**src/rtl/upg_boot_ctrl.sv**
```systemverilog
// -----------------------------------------------------------------------------
// upg_boot_ctrl
//   Boot/programming sequencer and memory-port arbiter between the CPU core and
//   the UART loader. The CPU is held in reset while the loader streams a program
//   image; loader words are steered to the instruction ROM or the data RAM, and
//   the data-RAM port is handed back to the CPU once the image is complete.
//
// Ports
//   clk, rst        system clock (posedge), asynchronous active-high reset
//   start_pg        programming-request button (asynchronous level)
//   upg_wen_i       loader word-write strobe (1 cycle per word)
//   upg_adr_i       loader address, MSB selects dmem(1)/imem(0)
//   upg_dat_i       loader write data
//   upg_done_i      loader reports image complete
//   cpu_wen_i/adr/dat  CPU data-RAM write port
//   upg_rst_o       1 = loader held in reset, 0 = programming session open
//   cpu_rst_o       CPU reset request
//   imem_*_o        instruction-ROM write port
//   dmem_*_o        data-RAM write port
//   busy_o          high while programming
//   word_cnt_o      words accepted in the last session (saturating)
//   err_o           sticky: CPU write attempted during programming
// -----------------------------------------------------------------------------
module upg_boot_ctrl #(
  parameter int ADDR_W   = 14,
  parameter int DATA_W   = 32,
  parameter int RST_HOLD = 16
) (
  input  logic              clk,
  input  logic              rst,
  input  logic              start_pg,
  input  logic              upg_wen_i,
  input  logic [ADDR_W:0]   upg_adr_i,
  input  logic [DATA_W-1:0] upg_dat_i,
  input  logic              upg_done_i,
  input  logic              cpu_wen_i,
  input  logic [ADDR_W-1:0] cpu_adr_i,
  input  logic [DATA_W-1:0] cpu_dat_i,
  output logic              upg_rst_o,
  output logic              cpu_rst_o,
  output logic              imem_wen_o,
  output logic [ADDR_W-1:0] imem_adr_o,
  output logic [DATA_W-1:0] imem_dat_o,
  output logic              dmem_wen_o,
  output logic [ADDR_W-1:0] dmem_adr_o,
  output logic [DATA_W-1:0] dmem_dat_o,
  output logic              busy_o,
  output logic [15:0]       word_cnt_o,
  output logic              err_o
);

  localparam int HC_W = (RST_HOLD > 1) ? $clog2(RST_HOLD) : 1;
  localparam logic [HC_W-1:0] HOLD_LAST = HC_W'(RST_HOLD - 1);

  typedef enum logic [1:0] {
    S_HOLD = 2'd0,
    S_RUN  = 2'd1,
    S_PROG = 2'd2
  } state_t;

  state_t          state_q, state_d;
  logic [HC_W-1:0] hold_cnt_q, hold_cnt_d;
  logic [15:0]     word_cnt_q, word_cnt_d;
  logic            err_q, err_d;
  logic            cpu_rst_q, cpu_rst_d;
  logic            upg_rst_q, upg_rst_d;
  logic            busy_q, busy_d;
  logic            sync1_q, sync2_q, sync3_q;
  logic            start_evt;

  // sync3_q is the previous synchronized level, used only for edge detection.
  assign start_evt = sync2_q & ~sync3_q;

  // Next-state and counters.
  always_comb begin
    state_d    = state_q;
    hold_cnt_d = hold_cnt_q;
    word_cnt_d = word_cnt_q;
    err_d      = err_q;
    unique case (state_q)
      S_HOLD: begin
        if (hold_cnt_q == HOLD_LAST) begin
          state_d    = S_RUN;
          hold_cnt_d = '0;
        end else begin
          hold_cnt_d = hold_cnt_q + 1'b1;
        end
      end
      S_RUN: begin
        if (start_evt) begin
          state_d    = S_PROG;
          word_cnt_d = '0;
          err_d      = 1'b0;
        end
      end
      S_PROG: begin
        if (upg_wen_i && (word_cnt_q != '1)) begin
          word_cnt_d = word_cnt_q + 16'd1;
        end
        if (cpu_wen_i) begin
          err_d = 1'b1;
        end
        // A write in the same cycle as done is still counted above.
        if (upg_done_i) begin
          state_d    = S_HOLD;
          hold_cnt_d = '0;
        end
      end
      default: begin
        state_d    = S_HOLD;
        hold_cnt_d = '0;
      end
    endcase
  end

  // State-derived outputs are registered from the next state so they line up
  // with state_q without an extra cycle of lag.
  always_comb begin
    cpu_rst_d = (state_d != S_RUN);
    upg_rst_d = (state_d != S_PROG);
    busy_d    = (state_d == S_PROG);
  end

  always_ff @(posedge clk or posedge rst) begin
    if (rst) begin
      state_q    <= S_HOLD;
      hold_cnt_q <= '0;
      word_cnt_q <= '0;
      err_q      <= 1'b0;
      cpu_rst_q  <= 1'b1;
      upg_rst_q  <= 1'b1;
      busy_q     <= 1'b0;
      sync1_q    <= 1'b0;
      sync2_q    <= 1'b0;
      sync3_q    <= 1'b0;
    end else begin
      state_q    <= state_d;
      hold_cnt_q <= hold_cnt_d;
      word_cnt_q <= word_cnt_d;
      err_q      <= err_d;
      cpu_rst_q  <= cpu_rst_d;
      upg_rst_q  <= upg_rst_d;
      busy_q     <= busy_d;
      sync1_q    <= start_pg;
      sync2_q    <= sync1_q;
      sync3_q    <= sync2_q;
    end
  end

  // Memory-port steering, combinational on the registered state.
  always_comb begin
    imem_wen_o = 1'b0;
    imem_adr_o = '0;
    imem_dat_o = '0;
    dmem_wen_o = 1'b0;
    dmem_adr_o = '0;
    dmem_dat_o = '0;
    unique case (state_q)
      S_RUN: begin
        dmem_wen_o = cpu_wen_i;
        dmem_adr_o = cpu_adr_i;
        dmem_dat_o = cpu_dat_i;
      end
      S_PROG: begin
        imem_adr_o = upg_adr_i[ADDR_W-1:0];
        imem_dat_o = upg_dat_i;
        dmem_adr_o = upg_adr_i[ADDR_W-1:0];
        dmem_dat_o = upg_dat_i;
        imem_wen_o = upg_wen_i & ~upg_adr_i[ADDR_W];
        dmem_wen_o = upg_wen_i &  upg_adr_i[ADDR_W];
      end
      default: begin
      end
    endcase
  end

  assign cpu_rst_o  = cpu_rst_q;
  assign upg_rst_o  = upg_rst_q;
  assign busy_o     = busy_q;
  assign word_cnt_o = word_cnt_q;
  assign err_o      = err_q;

endmodule

```
**config.mk**
```make
export PLATFORM = sky130hd
export DESIGN_NAME = upg_boot_ctrl
export DESIGN_NICKNAME = d
export VERILOG_FILES = /design/src/rtl/upg_boot_ctrl.sv
export SDC_FILE = /design/constraint.sdc
export NUM_CORES = 1
export LEC_CHECK = 0
export ABC_CLOCK_PERIOD_IN_PS = 2100
export BUFFER_PORTS_ARGS = -buffer_cell sky130_fd_sc_hd__buf_4
export CORE_MARGIN = 8
export CORE_UTILIZATION = 36
export CTS_BUF_LIST = sky130_fd_sc_hd__clkbuf_8
export DETAILED_ROUTE_END_ITERATION = 12
export HOLD_SLACK_MARGIN = 0.06
export PLACE_DENSITY = 0.8
export RECOVER_POWER = 50
export SLEW_MARGIN = 20
export SYNTH_ARGS = -nofsm -noshare
export SYNTH_HDL_FRONTEND = slang
export SYNTH_SLANG_ARGS = --single-unit
```
**constraint.sdc**
```tcl
create_clock -name clk -period 2.1 [get_ports clk]
set_clock_uncertainty 0.1 [all_clocks]
set_input_delay 0 -clock clk [delete_from_list [all_inputs] [get_ports clk]]
set_output_delay 0 -clock clk [all_outputs]
set_load 0.02 [all_outputs]
```
Word level (Yosys, flattened, before mapping) --
Index checks and enable logic that the tools add are counted.
Word-level totals: flip-flop bits (word level) 29, logic and storage cells 54
Cells by class: multiplexer cells 19, equality and inequality tests 11, add/sub/neg operators 2, bitwise gates (word level) 6, reduce and logical (&&, ||, !) cells 6
Operators by type and width (count):
- one-hot mux 32 bit (2 select lines) | 1
- 2-to-1 mux 16 bit | 2
- 2-to-1 mux 32 bit | 1
- one-hot mux 16 bit (2 select lines) | 1
- one-hot mux 14 bit (2 select lines) | 1
- adder 16 x 1 -> 16 bit (second input constant) | 1
- != test 16 bit (second input constant) | 1
- 2-to-1 mux 14 bit | 1
- one-hot mux 4 bit (3 select lines) | 1
- != test 2 bit (second input constant) | 5
- 2-to-1 mux 4 bit | 2
- 2-to-1 mux 2 bit | 3
- one-hot mux 2 bit (3 select lines) | 1
- AND reduction 3 bit | 2
- adder 4 x 1 -> 4 bit (second input constant) | 1
- equality test 2 bit (second input constant) | 2
- equality test 4 bit (second input constant) | 1
- one-hot mux 1 bit (2 select lines) | 2
- bitwise AND 1 bit | 3
- 2-to-1 mux 1 bit | 3
- inverter 1 bit | 3
- equality test 2 x 1 -> 1 bit (second input constant) | 1
- logical NOT 2 bit | 1
- != test 2 x 1 -> 1 bit (second input constant) | 1
- other kinds (3) | 3

Logic depth before layout (Yosys ltp) --
Gate-level depths: netlist (run 1).
word-level depth 5, mapped depth 8, mapped depth without buffers 6

Worst setup path before layout (run 1) --
Ideal clock, no wire load.
path kind register to register, start point register state_q[0], end point register word_cnt_q[12], in the netlist word_cnt_o[12], arrival time 1.831 ns, setup time 0.078 ns, setup slack 0.091 ns, buffers on the path 1, cell stages (with the launch flop) 8, period minus slack after synthesis 2.009 ns, required time 1.922 ns, cells stage by stage dfrtp_1 > inv_1 > ha_1 > buf_4 > nand2_1 > a2111o_1 > or4_1 > a21oi_1
Between the ends: word-level cells in the longest chain between the ends 3, elaborated cells between the ends (all ways) 7, those cells by class 4 x eq/ne; 1 x mux; 2 x reduce/logical
Ends and longest elaborated chain:
- from (decl) | line 61 | state_t state_q, state_d;
- from (signal assigned) | line 137 | state_q <= state_d;
- equality test 2 bit / equality test 2 x 1 -> 1 bit (equally long branches) | line 80 | unique case (state_q)
- != test 2 bit (no source line) / nonzero test 2 bit (equally long branches)
- AND reduction 3 bit (no source line)
- to (signal assigned) | line 139 | word_cnt_q <= word_cnt_d;
- to (decl) | line 63 | logic [15:0] word_cnt_q, word_cnt_d;
Parallel ways exist; a longest one is shown, timed or not. A chain may end at the register's enable or synchronous reset.

Worst setup path in the final report (run 1) --
Same ends and word-level chain as after synthesis.

==> run metrics, run 1 <==
status=finished clean; # setup viols final=0; Worst Hold Launch=upg_wen_i; antenna cells=0; R2R Setup Slk=60 ps; Yosys top cell area share=0.2765; crit path time final=2036 ps; first-pass GRT wire length=17270 um; RSZ-0062 raised after global routing=yes; CP Data Required Time=2200 ps; Synth Instances=321; cell area power density=1125 nW/um^2; Initial DRC Count=119; Final Util=0.6393; crit start category=register; Die H=98.39 um; worst r2r path cells=6; drt via density=5.209; Reg clk slew, reported paths=60 ps; H-tree levels=2; clock latency on the worst-skew pair=280 ps; Wirelength per Cell=18.33 um; Crit. End Element=register; Sink Count=29; hold path cells=4; maximum net fanout on the critical path=5; CTS Buf Count=5; cell total after placement=604; Core ar.=6681 um^2; Slew headroom=0.5213; leakage=1.961 nW; Residual DRC=0; syn_nets=426; Hold Crit Endpoint=word_cnt_o[8]; period utilisation layout=0.9693; Distinct cells, synth=38; Arr. time, crit path=2140 ps; Detail Route Antenna Nets=0; initial antenna violation count=0; top_reg_cell synth=dfrtp_1; DP Area=4144 um^2; crit path kind=reg -> reg; largest net degree at the start of global routing=48; Detailed Routing Iterations Pass 1=4; placer congestion estimate=0.9021; FP Rows=30; synthesis-to-layout area growth=74.81%; Post-synth EDFFs=0; routed wire length=11310 um; Ys Warns=0; final cell count without fillers=617; vias in the first global route=3093; clk buf depth=2; Post-synth ARST share=1.000; fin. max-slew vios=0; synth top area cells=dfrtp_1 (28%), nor2b_1 (13%), and2_1 (12%); design area=4272 um^2; GRT overflow=0; Avg Cell Area, Syn=7.612 um^2; starting density of the core=0.3657; pre-CTS WS=-28.24 ps; Final WS setup=64.45 ps; FF-to-FF Start=state_q[0]; fmax=491.3 MHz; Die ar.=9680 um^2; slew of the pin with the lowest slew margin=718.0 ps; I/O pin count=213; vias=3214; Final Net Count=641; fillers=592; number of max-cap violations=0; peak supply drop=0.7968 mV; number of synthesized register bits=29; post-synthesis cell area=2444 um^2; Final HPWL DP=9308 um; Tot Pwr=4.806 mW; biggest area consumer among synthesized cells=dfrtp_1; GRT Total Usage=0.2207; worst min-delay path category=in -> reg; root buf cell=clkbuf_8; CTS tree=built; post-synthesis sequential area ratio=0.2980; layout cells sized above 1=0.4134; Worst R2R End=word_cnt_o[12]; final hold vios=0; IO buf count=212; Die X=98.39 um
-- through the flow --
step	TNS [ps]	hold slack [ps]
finish	0	164.0
floorplan	0	-68.57
global route	-12.31	181.7
global placement	0	-5.230
detailed placement	-28.24	9.747
CTS	0	142.0
-- where the power goes --
part | leakage, nW | total (mW) | switching [mW] | internal [mW]
Clock | 0.0681 | 0.684 | 0.213 | 0.471
Combinational | 1.53 | 3.15 | 1.82 | 1.33
Sequential | 0.362 | 0.975 | 0.224 | 0.751
-- routing by layer --
layer  global-route usage  vias to the layer above  routed length, um
li1                     -                     1560                  -
met1               0.2604                     1495               4554
met2               0.3878                      145               5728
met3              0.05619                       14                836
met4              0.05313                        0                188
met5                    0                        -                  0
-- cells in the mapped netlist, types with 2 or more instances --
| cell type | n |
|---|---|
| a31oi_1 | 4 |
| buf_1 | 4 |
| nand4_1 | 4 |
| nand3_1 | 8 |
| and2_1 | 48 |
| mux2i_1 | 7 |
| a211oi_1 | 3 |
| nand2b_1 | 4 |
| nor2_1 | 5 |
| and3_1 | 2 |
| nor2b_1 | 50 |
| clkbuf_1 | 15 |
| dfstp_2 | 2 |
| nor4_1 | 6 |
| o21ai_0 | 6 |
| o31ai_1 | 7 |
| and4_1 | 2 |
| ha_1 | 6 |
| nand2_1 | 24 |
| nor3_1 | 7 |
| or3_1 | 3 |
| a21oi_1 | 52 |
| inv_1 | 6 |
| o211ai_1 | 2 |
| dfrtp_1 | 27 |
| or4_1 | 5 |
-- critical path, cell delays in order, from the launching register on --
cell and delay [ps]:
dfrtp_1 420, inv_2 100, ha_4 160, nand2_1 100
a2111o_1 440, or4_1 480, a21oi_1 160
-- state kept, by name, indices dropped and copies added (netlist names) --
| signal | cells |
|---|---|
| upg_rst_o | 1 |
| state_q | 2 |
| sync3_q | 1 |
| sync2_q | 1 |
| cpu_rst_o | 1 |
| sync1_q | 1 |
| hold_cnt_q | 4 |
| err_o | 1 |
| busy_o | 1 |
| word_cnt_o | 16 |
-- repair_timing --
action                                  in CTS  in global routing
buffers inserted                             0                  2
pin swaps                                    0                  0
hold buffers                                 3                  0
resized for setup                            3                  5
endpoints found under the setup margin      18                 41
hold endpoints to repair                    31                  0
-- how the worst max path moves through the flow --
stage / startpoint / to / slack (ps)
global placement: state_q[0] / word_cnt_o[12] / 90
floorplan: state_q[0] / word_cnt_o[12] / 90
detailed placement: state_q[0] / word_cnt_o[12] / -30
global route: state_q[0] / word_cnt_o[12] / -6
finish: state_q[0] / word_cnt_o[12] / 60
CTS: state_q[0] / word_cnt_o[12] / 30
-- placed cells by master (no fill, tap or decap), types with 2 or more instances in the layout --
cell | netlist | layout
nand2_1 | 24 | 24
and4_1 | 2 | 2
and2_0 | 0 | 29
clkbuf_4 | 0 | 2
bufinv_16 | 0 | 2
a21oi_1 | 52 | 52
nand4_1 | 4 | 4
o211ai_1 | 2 | 2
and3_1 | 2 | 2
a31oi_1 | 4 | 4
nor2b_1 | 50 | 50
nor2_1 | 5 | 5
dfstp_2 | 2 | 2
clkbuf_8 | 0 | 5
or4_1 | 5 | 5
dfrtp_1 | 27 | 27
o21ai_0 | 6 | 6
and2_1 | 48 | 19
nand3_1 | 8 | 8
mux2i_1 | 7 | 7
nand2b_1 | 4 | 4
buf_4 | 1 | 201
nor3_1 | 7 | 7
clkbuf_1 | 15 | 21
ha_1 | 6 | 4
or3_1 | 3 | 2
o31ai_1 | 7 | 7
a211oi_1 | 3 | 3
inv_1 | 6 | 5
nor4_1 | 6 | 6
dlygate4sd3_1 | 0 | 3
-- logic make-up after synthesis --
logic type / after synthesis / share of synthesized area
buffers and inverters: 27 / 0.04352
muxes: 7 / 0.02867
DFF: 29 / 0.2980
and+or+nand+nor: 170 / 0.4040
AOI/OAI and AO/OA: 82 / 0.1951
adders and majority gates: 6 / 0.03072
-- layout make-up --
cell class / instances / area [um^2] / area share
repair buffers: 229 / 1658 / 0.3881
flip-flops and latches: 29 / 728.2 / 0.1705
inverters: 6 / 22.52 / 0.005272
multi-input cells: 265 / 1629 / 0.3814
well taps: 80 / 100.1 / 0.02343
clock buffers: 5 / 68.82 / 0.01611
clock inverters: 3 / 65.06 / 0.01523
No activity file was read; power rests on OpenSTA's default activity.
==> run 2: changes to the inputs <==
Settings changed: ABC_AREA set to 1, PLACE_DENSITY 0.8 to 0.79.
==> run 2 against run 1 <==
  * Global-route usage grew 0.22 points
  * Via count grew 6.0%
  * Highest routed layer unchanged
  * First-iteration DRC count shrank 19%
  * Critical path depth is the same
  * Largest power group unchanged
  * Critical endpoint is now dmem_adr_o[6]
  * Synthesized cell count grew 31%
  * Register-to-register slack gained 150 ps
==> run metrics, run 2 <==
number of max-cap violations=0 (unchanged); root buf cell=clkbuf_8; GRT Total Usage=0.2229 (+0.002167); Tot Pwr=3.484 mW (-28%); hold path cells=6 (+2); synthesis-to-layout area growth=63.38%; Avg Cell Area, Syn=6.125 um^2 (-20%); antenna cells=0 (unchanged); top_reg_cell synth=dfrtp_1; Final Net Count=733 (+14%); placer congestion estimate=0.8612 (-4.5%); H-tree levels=2 (unchanged); fmax=512.8 MHz (+4.4%); vias in the first global route=3462 (+12%); CTS tree=built; cell area power density=830.8 nW/um^2 (-26%); crit path kind=reg -> out; R2R Setup Slk=210 ps (+150 ps); cell total after placement=714 (+18%); Detailed Routing Iterations Pass 1=4 (unchanged); post-synthesis cell area=2566 um^2 (+5.0%); Reg clk slew, reported paths=70 ps (about the same); Worst Hold Launch=upg_done_i; Final WS setup=150.0 ps (+85.56 ps); clk buf depth=2 (unchanged); Worst R2R End=word_cnt_o[4]; FP Rows=30 (unchanged); RSZ-0062 raised after global routing=no; worst r2r path cells=9 (+3); number of synthesized register bits=29 (unchanged); routed wire length=11720 um (+3.7%); Sink Count=29 (unchanged); Ys Warns=0 (unchanged); first-pass GRT wire length=17780 um (+3.0%); Slew headroom=0.4996 (-0.02176); drt via density=4.699 (-9.8%); TNS Setup=0 ps (unchanged); commonest cells after routing, fill and taps aside=buf_4 (168), nand2_1 (149), inv_1 (71); fin. max-slew vios=0 (unchanged); Post-synth EDFFs=0 (unchanged); period utilisation layout=0.9286 (-0.04074); Die ar.=10090 um^2 (+4.2%); synth cell count leaders=nand2_1 (149), inv_1 (71), a21oi_1 (51); crit start category=register; status=finished clean; fillers=660 (+11%); GRT overflow=0 (unchanged); final cell count without fillers=725 (+18%); worst min-delay path category=in -> reg; Initial DRC Count=96 (-19%); crit path time final=1950 ps (-85.56 ps); slew of the pin with the lowest slew margin=750.6 ps (+32.64 ps); max reg flops=16 (unchanged); CTS Buf Count=5 (unchanged); FF-to-FF Start=word_cnt_o[0]; syn_nets=524 (+23%); Detail Route Antenna Nets=0 (unchanged); Final Util=0.6137 (-0.02559); Hold Crit Endpoint=hold_cnt_q[2]; commonest non-fill, non-tap cell in the layout=buf_4; Final HPWL DP=9698 um (+4.2%); peak supply drop=0.7945 mV (-0.29%); initial antenna violation count=0 (unchanged); Residual DRC=0 (unchanged); Post-synth ARST share=1.000 (unchanged); Wirelength per Cell=16.17 um (-12%); IO buf count=212 (unchanged); leakage=2.263 nW (+15%); Yosys top cell area share=0.2633 (-0.01321); clock latency on the worst-skew pair=290 ps (about the same); post-synthesis sequential area ratio=0.2838 (-0.01424); Core ar.=6832 um^2 (+2.2%); Die X=100.4 um (+2.1%); Crit. End Element=output pin; Die H=100.4 um (+2.1%); vias=3407 (+6.0%); # setup viols final=0 (unchanged); CP Data Required Time=2000 ps (-200 ps); final hold vios=0 (unchanged); starting density of the core=0.3756 (+0.009911); layout cells sized above 1=0.3275 (-0.08590); synth top area cells=dfrtp_1 (26%), nand2_1 (22%), inv_1 (10%); Arr. time, crit path=1850 ps (-290 ps); largest net degree at the start of global routing=48 (unchanged); Synth Instances=419 (+31%); cell with the most instances after synthesis=nand2_1; biggest area consumer among synthesized cells=dfrtp_1; I/O pin count=213 (unchanged); Distinct cells, synth=29 (-24%); maximum net fanout on the critical path=47 (+42); pre-CTS WS=253.0 ps (+281.2 ps)
run 2: cell count changes in the layout (fill, tap and decap cells not counted), sizes merged, moves of 9 or more:
cell / before / now
nor2: 5 / 31
buf: 202 / 171
o21ai: 7 / 17
nand2: 24 / 154
nor2b: 50 / 0
and2: 48 / 0
nand3: 9 / 18
inv: 6 / 72
clkbuf: 29 / 52
run 2: area by class of cell:
cell class                 instances  area [um^2]  area share
inverter                          72        270.3     0.06446
multi-input combinational        299         1460      0.3483
clock inverter                     3        17.52    0.004178
clock buffer                       5        68.82     0.01641
timing repair buffer             221         1528      0.3644
sequential                        29        728.2      0.1737
tap                               96        120.1     0.02865
run 2: critical path, cell delays in order, from the launching register on:
cell     delay, ps
dfrtp_1        400
inv_1          100
ha_1           300
buf_12         250
nand2_1         80
a21oi_1        230
buf_4          190
run 2: per-layer routing:
metal  global-route usage  vias to the layer above  part of all wire
met2               0.3918                      141              0.51
met1               0.2347                     1532              0.37
li1                     -                     1711                 -
met4              0.07326                        0             0.023
met5                    0                        -                 0
met3              0.09204                       23             0.095
run 2: cell families after synthesis:
| family | synth area share |
|---|---|
| compound gates | 0.1643 |
| xor+xnor | 0.02730 |
| fa+ha+maj | 0.02925 |
| buf+inv | 0.1482 |
| flops | 0.2838 |
| mux | 0.003901 |
| simple gates | 0.3433 |
run 2: repair_timing:
item,in CTS,in global routing
endpoints found under the setup margin,2,4
buffers inserted,0,0
gates cloned,0,0
hold buffers,3,0
resized for setup,1,4
endpoints found under the hold margin,31,0
run 2: report_power, final:
part / leakage, nW / internal, mW / switching [mW] / total (mW)
clock network: 0.0439 / 0.228 / 0.224 / 0.452
logic: 1.84 / 0.769 / 1.50 / 2.27
registers: 0.379 / 0.674 / 0.0829 / 0.757
total: 2.26 / 1.67 / 1.81 / 3.48
run 2: worst max path at each step:
stage / to / start / cells past startpoint / slack [ps]
6_report: dmem_adr_o[6] / state_q[1] / 6 / 150
5_1_grt: dmem_adr_o[6] / state_q[1] / 6 / 30
4_1_cts: dmem_dat_o[15] / state_q[1] / 6 / 100
3_5_place_dp: word_cnt_o[10] / word_cnt_o[0] / 9 / 250
3_3_place_gp: word_cnt_o[2] / word_cnt_o[1] / 9 / 320
2_1_floorplan: word_cnt_o[2] / word_cnt_o[0] / 10 / 330
run 2: through the flow:
step           cell area [um^2]  hold WS (ps)
3_3_place_gp               4228        -8.897
4_1_cts                    4348         119.6
5_1_grt                    4193         162.8
6_report                   4193         127.1
2_1_floorplan              2566        -68.57
3_5_place_dp               4228         7.556
